## src/rtl/instr_fetch_unit_if.sv

```systemverilog
// Instruction-memory request/response channel between the fetch unit (master) and imem (slave).
interface instr_fetch_unit_if #(
   parameter int XLEN = 32
);
   logic            imem_req_valid;
   logic            imem_req_ready;
   logic [XLEN-1:0] imem_addr;
   logic            imem_rsp_valid;
   logic [31:0]     imem_rdata;

   modport master (
      output imem_req_valid,
      output imem_addr,
      input  imem_req_ready,
      input  imem_rsp_valid,
      input  imem_rdata
   );

   modport slave (
      input  imem_req_valid,
      input  imem_addr,
      output imem_req_ready,
      output imem_rsp_valid,
      output imem_rdata
   );
endinterface

```

## src/rtl/instr_fetch_unit.sv

```systemverilog
// Fetch stage: PC, single-outstanding imem fetch, 2-entry {instr, pc} queue toward decode.
// Optional FETCH_ALIGN_CHK_EN: misaligned redirects set sticky misalign_err and halt fetching.
module instr_fetch_unit #(
   parameter int              XLEN     = 32,
   parameter logic [XLEN-1:0] RESET_PC = '0
) (
   input  logic               clk,
   input  logic               rst,
   instr_fetch_unit_if.master imem,
   input  logic               redirect_valid,
   input  logic [XLEN-1:0]    redirect_pc,
   output logic               instr_valid,
   input  logic               instr_ready,
   output logic [31:0]        instr,
   output logic [XLEN-1:0]    instr_pc,
   output logic [6:0]         opcode,
   output logic               misalign_err
);

   // state  | meaning
   // S_IDLE | nothing outstanding
   // S_WAIT | one response owed, it will be kept
   // S_DROP | one response owed, it will be discarded
   typedef enum logic [1:0] {
      S_IDLE = 2'd0,
      S_WAIT = 2'd1,
      S_DROP = 2'd2
   } state_t;

   state_t                  state_q, state_d;
   logic [XLEN-1:0]         pc_q, pc_d;
   logic [XLEN-1:0]         req_pc_q, req_pc_d;
   logic [1:0][31:0]        fifo_instr_q, fifo_instr_d;
   logic [1:0][XLEN-1:0]    fifo_pc_q, fifo_pc_d;
   logic [1:0]              count_q, count_d;

   logic                    req_fire;
   logic                    push;
   logic                    pop;
   logic                    fetch_halt;
   logic [XLEN-1:0]         redir_target;

`ifdef FETCH_ALIGN_CHK_EN
   logic                    halted_q, halted_d;
   logic                    redir_bad;

   assign redir_bad    = redirect_valid && (redirect_pc[1:0] != 2'b00);
   assign redir_target = redirect_pc;
   assign fetch_halt   = halted_q;
   assign misalign_err = halted_q;

   always_comb begin
      halted_d = halted_q | redir_bad;
   end

   always_ff @(posedge clk) begin
      if (rst) halted_q <= 1'b0;
      else     halted_q <= halted_d;
   end
`else
   logic                    unused_redir_lsb;

   assign unused_redir_lsb = ^redirect_pc[1:0];
   assign redir_target     = {redirect_pc[XLEN-1:2], 2'b00};
   assign fetch_halt       = 1'b0;
   assign misalign_err     = 1'b0;
`endif

   assign req_fire = imem.imem_req_valid && imem.imem_req_ready;
   assign push     = imem.imem_rsp_valid && (state_q == S_WAIT) && !redirect_valid;
   assign pop      = instr_valid && instr_ready;

   always_ff @(posedge clk) begin
      if (rst) state_q <= S_IDLE;
      else     state_q <= state_d;
   end

   // A response coinciding with a redirect is always discarded, so the FSM lands in IDLE.
   always_comb begin
      state_d = state_q;
      if (redirect_valid) begin
         if (imem.imem_rsp_valid)     state_d = S_IDLE;
         else if (state_q == S_WAIT)  state_d = S_DROP;
      end else begin
         case (state_q)
            S_IDLE:         if (req_fire)            state_d = S_WAIT;
            S_WAIT, S_DROP: if (imem.imem_rsp_valid) state_d = S_IDLE;
            default:                                 state_d = S_IDLE;
         endcase
      end
   end

   always_comb begin
      imem.imem_req_valid = (state_q == S_IDLE) && (count_q != 2'd2) &&
                            !redirect_valid && !rst && !fetch_halt;
      imem.imem_addr      = pc_q;
   end

   // Vacated queue slots are zeroed so the head reads 0 whenever the queue is empty.
   always_comb begin
      pc_d         = pc_q;
      req_pc_d     = req_pc_q;
      fifo_instr_d = fifo_instr_q;
      fifo_pc_d    = fifo_pc_q;
      count_d      = count_q;
      if (redirect_valid) begin
         pc_d         = redir_target;
         fifo_instr_d = '0;
         fifo_pc_d    = '0;
         count_d      = 2'd0;
      end else begin
         if (req_fire) begin
            req_pc_d = pc_q;
            pc_d     = pc_q + XLEN'(4);
         end
         if (pop) begin
            fifo_instr_d[0] = fifo_instr_q[1];
            fifo_pc_d[0]    = fifo_pc_q[1];
            fifo_instr_d[1] = '0;
            fifo_pc_d[1]    = '0;
            count_d         = count_q - 2'd1;
         end
         if (push) begin
            if (count_d == 2'd0) begin
               fifo_instr_d[0] = imem.imem_rdata;
               fifo_pc_d[0]    = req_pc_q;
            end else begin
               fifo_instr_d[1] = imem.imem_rdata;
               fifo_pc_d[1]    = req_pc_q;
            end
            count_d = count_d + 2'd1;
         end
      end
   end

   always_ff @(posedge clk) begin
      if (rst) begin
         pc_q         <= RESET_PC;
         req_pc_q     <= '0;
         fifo_instr_q <= '0;
         fifo_pc_q    <= '0;
         count_q      <= 2'd0;
      end else begin
         pc_q         <= pc_d;
         req_pc_q     <= req_pc_d;
         fifo_instr_q <= fifo_instr_d;
         fifo_pc_q    <= fifo_pc_d;
         count_q      <= count_d;
      end
   end

   assign instr_valid = (count_q != 2'd0);
   assign instr       = fifo_instr_q[0];
   assign instr_pc    = fifo_pc_q[0];
   assign opcode      = fifo_instr_q[0][6:0];

endmodule

```

## src/flat_wrapper.sv

```systemverilog
// flat-port wrapper written by rule: the top's interface ports become plain ports
module instr_fetch_unit_flat 
#(
   parameter int              XLEN     = 32,
   parameter logic [XLEN-1:0] RESET_PC = '0
)
  (clk, rst, redirect_valid, redirect_pc, instr_valid, instr_ready, instr, instr_pc, opcode, misalign_err, imem_imem_req_valid, imem_imem_addr, imem_imem_req_ready, imem_imem_rsp_valid, imem_imem_rdata);
  instr_fetch_unit_if #(.XLEN(XLEN)) imem_i ();
  input  logic clk;
  input  logic rst;
  input  logic redirect_valid;
  input  logic [XLEN-1:0] redirect_pc;
  output logic instr_valid;
  input  logic instr_ready;
  output logic [31:0] instr;
  output logic [XLEN-1:0] instr_pc;
  output logic [6:0] opcode;
  output logic misalign_err;
  output wire logic [$bits(imem_i.imem_req_valid)-1:0] imem_imem_req_valid;
  output wire logic [$bits(imem_i.imem_addr)-1:0] imem_imem_addr;
  input wire logic [$bits(imem_i.imem_req_ready)-1:0] imem_imem_req_ready;
  input wire logic [$bits(imem_i.imem_rsp_valid)-1:0] imem_imem_rsp_valid;
  input wire logic [$bits(imem_i.imem_rdata)-1:0] imem_imem_rdata;
  assign imem_imem_req_valid = imem_i.imem_req_valid;
  assign imem_imem_addr = imem_i.imem_addr;
  assign imem_i.imem_req_ready = imem_imem_req_ready;
  assign imem_i.imem_rsp_valid = imem_imem_rsp_valid;
  assign imem_i.imem_rdata = imem_imem_rdata;
  instr_fetch_unit #(.XLEN(XLEN), .RESET_PC(RESET_PC)) u_core (.clk(clk), .rst(rst), .imem(imem_i), .redirect_valid(redirect_valid), .redirect_pc(redirect_pc), .instr_valid(instr_valid), .instr_ready(instr_ready), .instr(instr), .instr_pc(instr_pc), .opcode(opcode), .misalign_err(misalign_err));
endmodule
```

## config.mk

```make
export PLATFORM = sky130hd
export DESIGN_NAME = instr_fetch_unit_flat
export DESIGN_NICKNAME = d
export VERILOG_FILES = /design/src/rtl/instr_fetch_unit_if.sv /design/src/rtl/instr_fetch_unit.sv /design/src/flat_wrapper.sv
export SDC_FILE = /design/constraint.sdc
export NUM_CORES = 1
export LEC_CHECK = 0
export BUFFER_PORTS_ARGS = -buffer_cell sky130_fd_sc_hd__buf_2
export CAP_MARGIN = 20
export CELL_PAD_IN_SITES_DETAIL_PLACEMENT = 0
export CELL_PAD_IN_SITES_GLOBAL_PLACEMENT = 1
export CORE_AREA = 2 2 243 125
export CTS_CLUSTER_DIAMETER = 30
export DETAILED_ROUTE_END_ITERATION = 6
export DIE_AREA = 0 0 245 127
export GPL_TIMING_DRIVEN = 0
export PLACE_DENSITY_LB_ADDON = 0.3
export RECOVER_POWER = 25
export SETUP_SLACK_MARGIN = 0.3
export SLEW_MARGIN = 15
export SYNTH_ARGS = -nofsm -noshare
export SYNTH_HDL_FRONTEND = slang
export SYNTH_SLANG_ARGS = --single-unit
export TNS_END_PERCENT = 30
```

## constraint.sdc

```tcl
create_clock -name clk -period 4.76 [get_ports clk]
set_input_delay 0.238 -clock clk [delete_from_list [all_inputs] [get_ports clk]]
set_output_delay 0.238 -clock clk [all_outputs]
set_load 0.03 [all_outputs]
```

# ---- After elaboration in Yosys (flattened, before gate mapping)
# Cells that the tools add are included.
dict set report totals {
  out_inout_bits 106
  elab_cells 55
  in_bits 70
  reg_bits 196
}
dict set report op_classes {
  n_bitwise 1
  addsub 3
  reduce_logical 17
  mux 19
  eq_ne 6
}
# cell n
set ops {}
lappend ops {{two-way mux 64 bit} 4}
lappend ops {{two-way mux 32 bit} 6}
lappend ops {{adder 32 x 3 -> 32 bit, second input constant} 1}
lappend ops {{two-way mux 2 bit} 8}
lappend ops {{logical AND 1 bit} 7}
lappend ops {{logical NOT 2 bit} 2}
lappend ops {{case mux 2 bit (2 select lines)} 1}
lappend ops {{nonzero test 2 bit} 2}
lappend ops {{OR reduction 2 bit} 2}
lappend ops {{!= test 3 x 1 -> 1 bit, second input constant} 1}
lappend ops {{!= test 3 x 2 -> 1 bit, second input constant} 1}
lappend ops {{!= test 3 bit, second input constant} 1}
lappend ops {{AND reduction 3 bit} 1}
lappend ops {{adder 2 x 1 -> 2 bit, second input constant} 1}
lappend ops {{== test 2 x 1 -> 1 bit, second input constant} 1}
lappend ops {{== test 2 bit, second input constant} 1}
lappend ops {{logical NOT 1 bit} 2}
lappend ops {{!= test 2 bit, second input constant} 1}
lappend ops {{AND reduction 2 bit} 1}
lappend ops {{subtractor 2 x 1 -> 2 bit, second input constant} 1}
lappend ops {{inverter 1 bit} 1}

# ---- Longest topological paths before layout
dict set report logic_depth {
  ltp_word 8
  ltp_mapped 13
  ltp_nobuf 10
}

# ---- Worst setup path after synthesis
# No wires, ideal clock.
dict set report synth_timing {
  kind {reg2reg}
  start {register u_core.count_q[0]}
  end {register u_core.pc_q[20], in the netlist u_core.imem.imem_addr[20]}
  path_slack_ns 1.934
  n_path_buf 0
  arrival_ns 2.756
  path_stages_with_launch 8
  period_less_slack_ns 2.826
  setup_ns 0.071
  required_ns 4.689
  path_cell_list {dfxtp_1 > inv_1 > ha_1 > nor4b_1 > nand2_1 > nor4_2 > mux2_2 > a21oi_1}
}
dict set report synth_between {
  elab_chain_len 6
}
# item line
set synth_rtl {}
lappend synth_rtl {{from (decl)} instr_fetch_unit.sv:35} ;# logic [1:0] count_q, count_d;
lappend synth_rtl {{from (signal assigned)} instr_fetch_unit.sv:148} ;# count_q <= count_d;
lappend synth_rtl {{!= test 2 bit} instr_fetch_unit.sv:94} ;# imem.imem_req_valid = (state_q == S_IDLE) && (count_q != 2'd2) &&
lappend synth_rtl {{logical AND 1 bit (2 in series)} instr_fetch_unit.sv:94}
lappend synth_rtl {{logical AND 1 bit} instr_fetch_unit.sv:95} ;# !redirect_valid && !rst && !fetch_halt;
lappend synth_rtl {{named net imem_imem_req_valid} flat_wrapper.sv:19} ;# output wire logic [$bits(imem_i.imem_req_valid)-1:0] imem_imem_req_valid;
lappend synth_rtl {{logical AND 1 bit} instr_fetch_unit.sv:69} ;# assign req_fire = imem.imem_req_valid && imem.imem_req_ready;
lappend synth_rtl {{nonzero test 2 bit (no source line)} --}
lappend synth_rtl {{to (signal assigned)} instr_fetch_unit.sv:144} ;# pc_q <= pc_d;
lappend synth_rtl {{to (decl)} instr_fetch_unit.sv:31} ;# logic [XLEN-1:0] pc_q, pc_d;
# The timed path passes the listed nets, and every way through them passes these cells.
# A chain may end at the register's enable or synchronous reset.

# ---- Final worst setup path
dict set report layout_timing {
  start {register u_core.count_q[0]}
  end {register u_core.fifo_instr_q (netlist bit u_core.instr[10])}
}
dict set report layout_between {
  elab_chain_len 7
  elab_cells_between_ends 9
  cone_classes {1 x add/sub; 5 x mux; 3 x reduce/logical}
}
# item line
set layout_rtl {}
lappend layout_rtl {{parallel branches: the longest is 6 deep, another holds subtractor 2 x 1 -> 2 bit} --}
lappend layout_rtl {{two-way mux 64 bit (*)} instr_fetch_unit.sv:123} ;# if (push) begin
lappend layout_rtl {{to (signal assigned)} instr_fetch_unit.sv:146} ;# fifo_instr_q <= fifo_instr_d;
lappend layout_rtl {{to (decl)} instr_fetch_unit.sv:33} ;# logic [1:0][31:0] fifo_instr_q, fifo_instr_d;
# Mark *: on every way between the ends. The select of a mux whose other input is x is not followed.

==> flow_summary.json <==
{
  "critPathLaunch": "u_core.count_q[0]",
  "diodes": 0,
  "cts_sinks": 192,
  "drc_errors": 0,
  "crit_type": "flop to flop",
  "first_iter_violations": 439,
  "ys_ff_latch": 192,
  "nNetsFinal": 1364,
  "cts_setup_buffers": 0,
  "htree_levels": 4,
  "worstSetupEndpointType": "flop",
  "finish.instance_area_sq_um": 10440,
  "r2r.worst_path.cells": 12,
  "cts_hold_buf": 0,
  "syn-instance-count": 1098,
  "cts_buffer_depth": 2,
  "yosysMostFrequentCell": "nand2_1",
  "worstMarginPinSlew_ns": 0.8669,
  "synth_area_sq_um": 8584,
  "rsz0062_at_grt": "false",
  "finalSetupViolCount": 0,
  "whs_path_depth": 3,
  "hold_end": "u_core.imem.imem_addr[6]",
  "start_kind": "flop",
  "synth-main-ff-cell": "dfxtp_1",
  "async_reset_ff_share_pct": 0,
  "ir_worst_vdd_v": 0.0002817,
  "slowest_stage": "nand4_1",
  "grt_max_degree": 17,
  "fin_crit_ns": 3.095,
  "outcome": "completed",
  "fillCellCount": 3143,
  "io_buffers": 169,
  "required_ns": 5.12,
  "max_cap_violations": 0,
  "overflow": 0,
  "first_pass_iters": 5,
  "fin_skew_ns": 0.007229,
  "fp-row-count": 44,
  "antenna_found_initial": 0,
  "yosysSeqAreaShare_pct": 44.77,
  "critical-path-top-delay-family": "buffers and inverters",
  "ys_types": 46,
  "grt_usage_pct": 18.11,
  "synth_area_leaders": "dfxtp_1, nand2_1, a21oi_1, buf_4, a311oi_1",
  "arrival_ns": 3.45,
  "reg2reg_setup_slack_ns": 1.67,
  "die_area_sq_um": 31120,
  "reg2reg_to": "u_core.instr[10]",
  "die_x_um": 245,
  "slew_headroom_pct": 41.99,
  "grt_pass1_vias": 7898,
  "max_stage_delay_ns": 0.50,
  "maxSlewViolCount": 0,
  "gp_congestion": 0.8164,
  "fp.coreArea_sq_um": 28790,
  "dp_hpwl_um": 21300,
  "yosys.area.top_type": "dfxtp_1",
  "clkTransAtPathRegs_ns": 0.07,
  "ant_nets": 0,
  "start_util_pct": 29.81,
  "period_share_pct": 65.02,
  "post_cts_resized": 0,
  "post-route-util_pct": 36.27,
  "final_hold_viol_count": 0,
  "post_synth.cell_area_avg_sq_um": 7.818,
  "clock.fmax_mhz": 323.1,
  "areaGrowthSynthToFinish_pct": 21.64,
  "viasPerCell": 4.889,
  "layout-drive-gt1-share_pct": 17.83,
  "critPathBufInv": 5,
  "yosysWarnings": 0,
  "cp_max_fo": 10,
  "die_h_um": 127,
  "power.density_nw_per_um2": 330.5,
  "fin_setup_tns_ns": 0,
  "pin_count": 176,
  "postPlaceCellArea_sq_um": 9927,
  "yosys-top-cells-count": "nand2_1, dfxtp_1, a21oi_1",
  "worst_skew_pair.late_latency_ns": 0.46,
  "synth-edff-count": 0,
  "timing.rr.start": "u_core.count_q[0]",
  "vias": 8272,
  "synth_top_area_share_pct": 44.77,
  "hp-start": "redirect_pc[6]",
  "wirelength_um": 28360,
  "grt_pass1_wl_um": 43870,
  "cts_tree": "built",
  "cts_root_buf": "clkbuf_16",
  "cts_buffers": 17,
  "p_leak_nw": 3.743,
  "wl_per_cell_um": 16.76,
  "hold_path.class": "input pin to flop",
  "worstPathCellList": "inv_1 -> ha_1 -> inv_1 -> nand2_1 -> clkbuf_1 -> nor2_1 -> a21oi_1 -> ha_1 -> nand4_1 -> buf_2 -> buf_2 -> a311oi_1"
}
==> layout make-up <==
type,count,area [sq um],share of cell area [%]
Sequential cell,192,3844,36.81
Inverter,9,33.78,0.3235
Tap cell,391,489.2,4.685
Multi-Input combinational cell,739,3810,36.48
Clock inverter,10,132.6,1.270
Buffer,160,904.6,8.663
Timing Repair Buffer,169,754.5,7.225
Clock buffer,22,474.2,4.541
==> cells in the final DEF, fill, tap and decap left out, drive strengths merged, types with 2 or more instances in the layout <==
cell	count
clkinv	7
a311oi	63
clkbuf	156
or2	2
dfxtp	192
nor2	93
conb	3
mux2i	2
a211oi	13
nand2b	2
buf	195
and3	8
xor2	16
a21oi	113
nor3	7
o22ai	6
xnor2	9
nand3	76
inv	9
nand2	274
nand4	13
a31oi	2
and4	2
and2	6
bufinv	3
or3	3
ha	6
o21ai	5
nor4	6
==> through the flow <==
stage / instances / hold slack, ns / power, mW / setup slack (ns)
CTS: 1692 / 0.003112 / 3.480 / 1.642
global placement: 1660 / 0.4435 / 1.969 / 1.729
detailed placement: 1660 / 0.4446 / 1.971 / 1.675
finish: 1692 / 0.01888 / 3.452 / 1.665
global route: 1692 / 0.03014 / 3.567 / 1.328
floorplan: 1100 / 0.3740 / 1.852 / 1.934
==> worst max path at each step <==
stage / endpoint / slack (ns) / cells after the start
floorplan: u_core.imem.imem_addr[20] / 1.93 / 7
global placement: u_core.fifo_instr_q[36] / 1.73 / 11
detailed placement: u_core.instr_pc[21] / 1.67 / 12
CTS: u_core.instr_pc[14] / 1.64 / 12
global route: u_core.instr_pc[14] / 1.33 / 12
finish: u_core.instr[10] / 1.67 / 12
==> power breakdown <==
group	switching, mW	leakage, nW	internal [mW]
clock	0.654	0.304	0.867
sequential	0.0446	1.55	1.63
combinational	0.173	1.88	0.0813
total	0.872	3.74	2.58
==> cell families after synthesis <==
group | Yosys count | synth area share, %
other cells | 1 | 0.04368
buf+inv | 169 | 10.93
fa+ha+maj | 6 | 0.8745
flops | 192 | 44.77
simple gates | 497 | 25.10
mux | 3 | 0.3644
xor+xnor | 25 | 2.551
compound gates | 205 | 15.36
==> worst reg2reg max path, delay by kind of cell, from the launching register on <==
family	cells	cell delay, ns
compound gates	2	0.43
fa+ha+maj	2	0.39
buf+inv	5	1.20
flops	1	0.33
simple gates	3	0.64
==> routing by layer <==
metal  part of all wire, %  track usage (%)
met5                     0                0
met3                   3.9            3.571
met4                   1.2            5.093
met1                    48            24.09
met2                    46            29.96
==> state kept, by name, indices dropped and copies added (netlist names) <==
| name | flops |
|---|---|
| u_core.imem.imem_addr | 30 |
| u_core.state_q | 2 |
| u_core.req_pc_q | 30 |
| u_core.instr_pc | 32 |
| u_core.instr | 32 |
| u_core.fifo_instr_q | 32 |
| u_core.count_q | 2 |
| u_core.fifo_pc_q | 32 |
(Power assumes the default switching activity.)
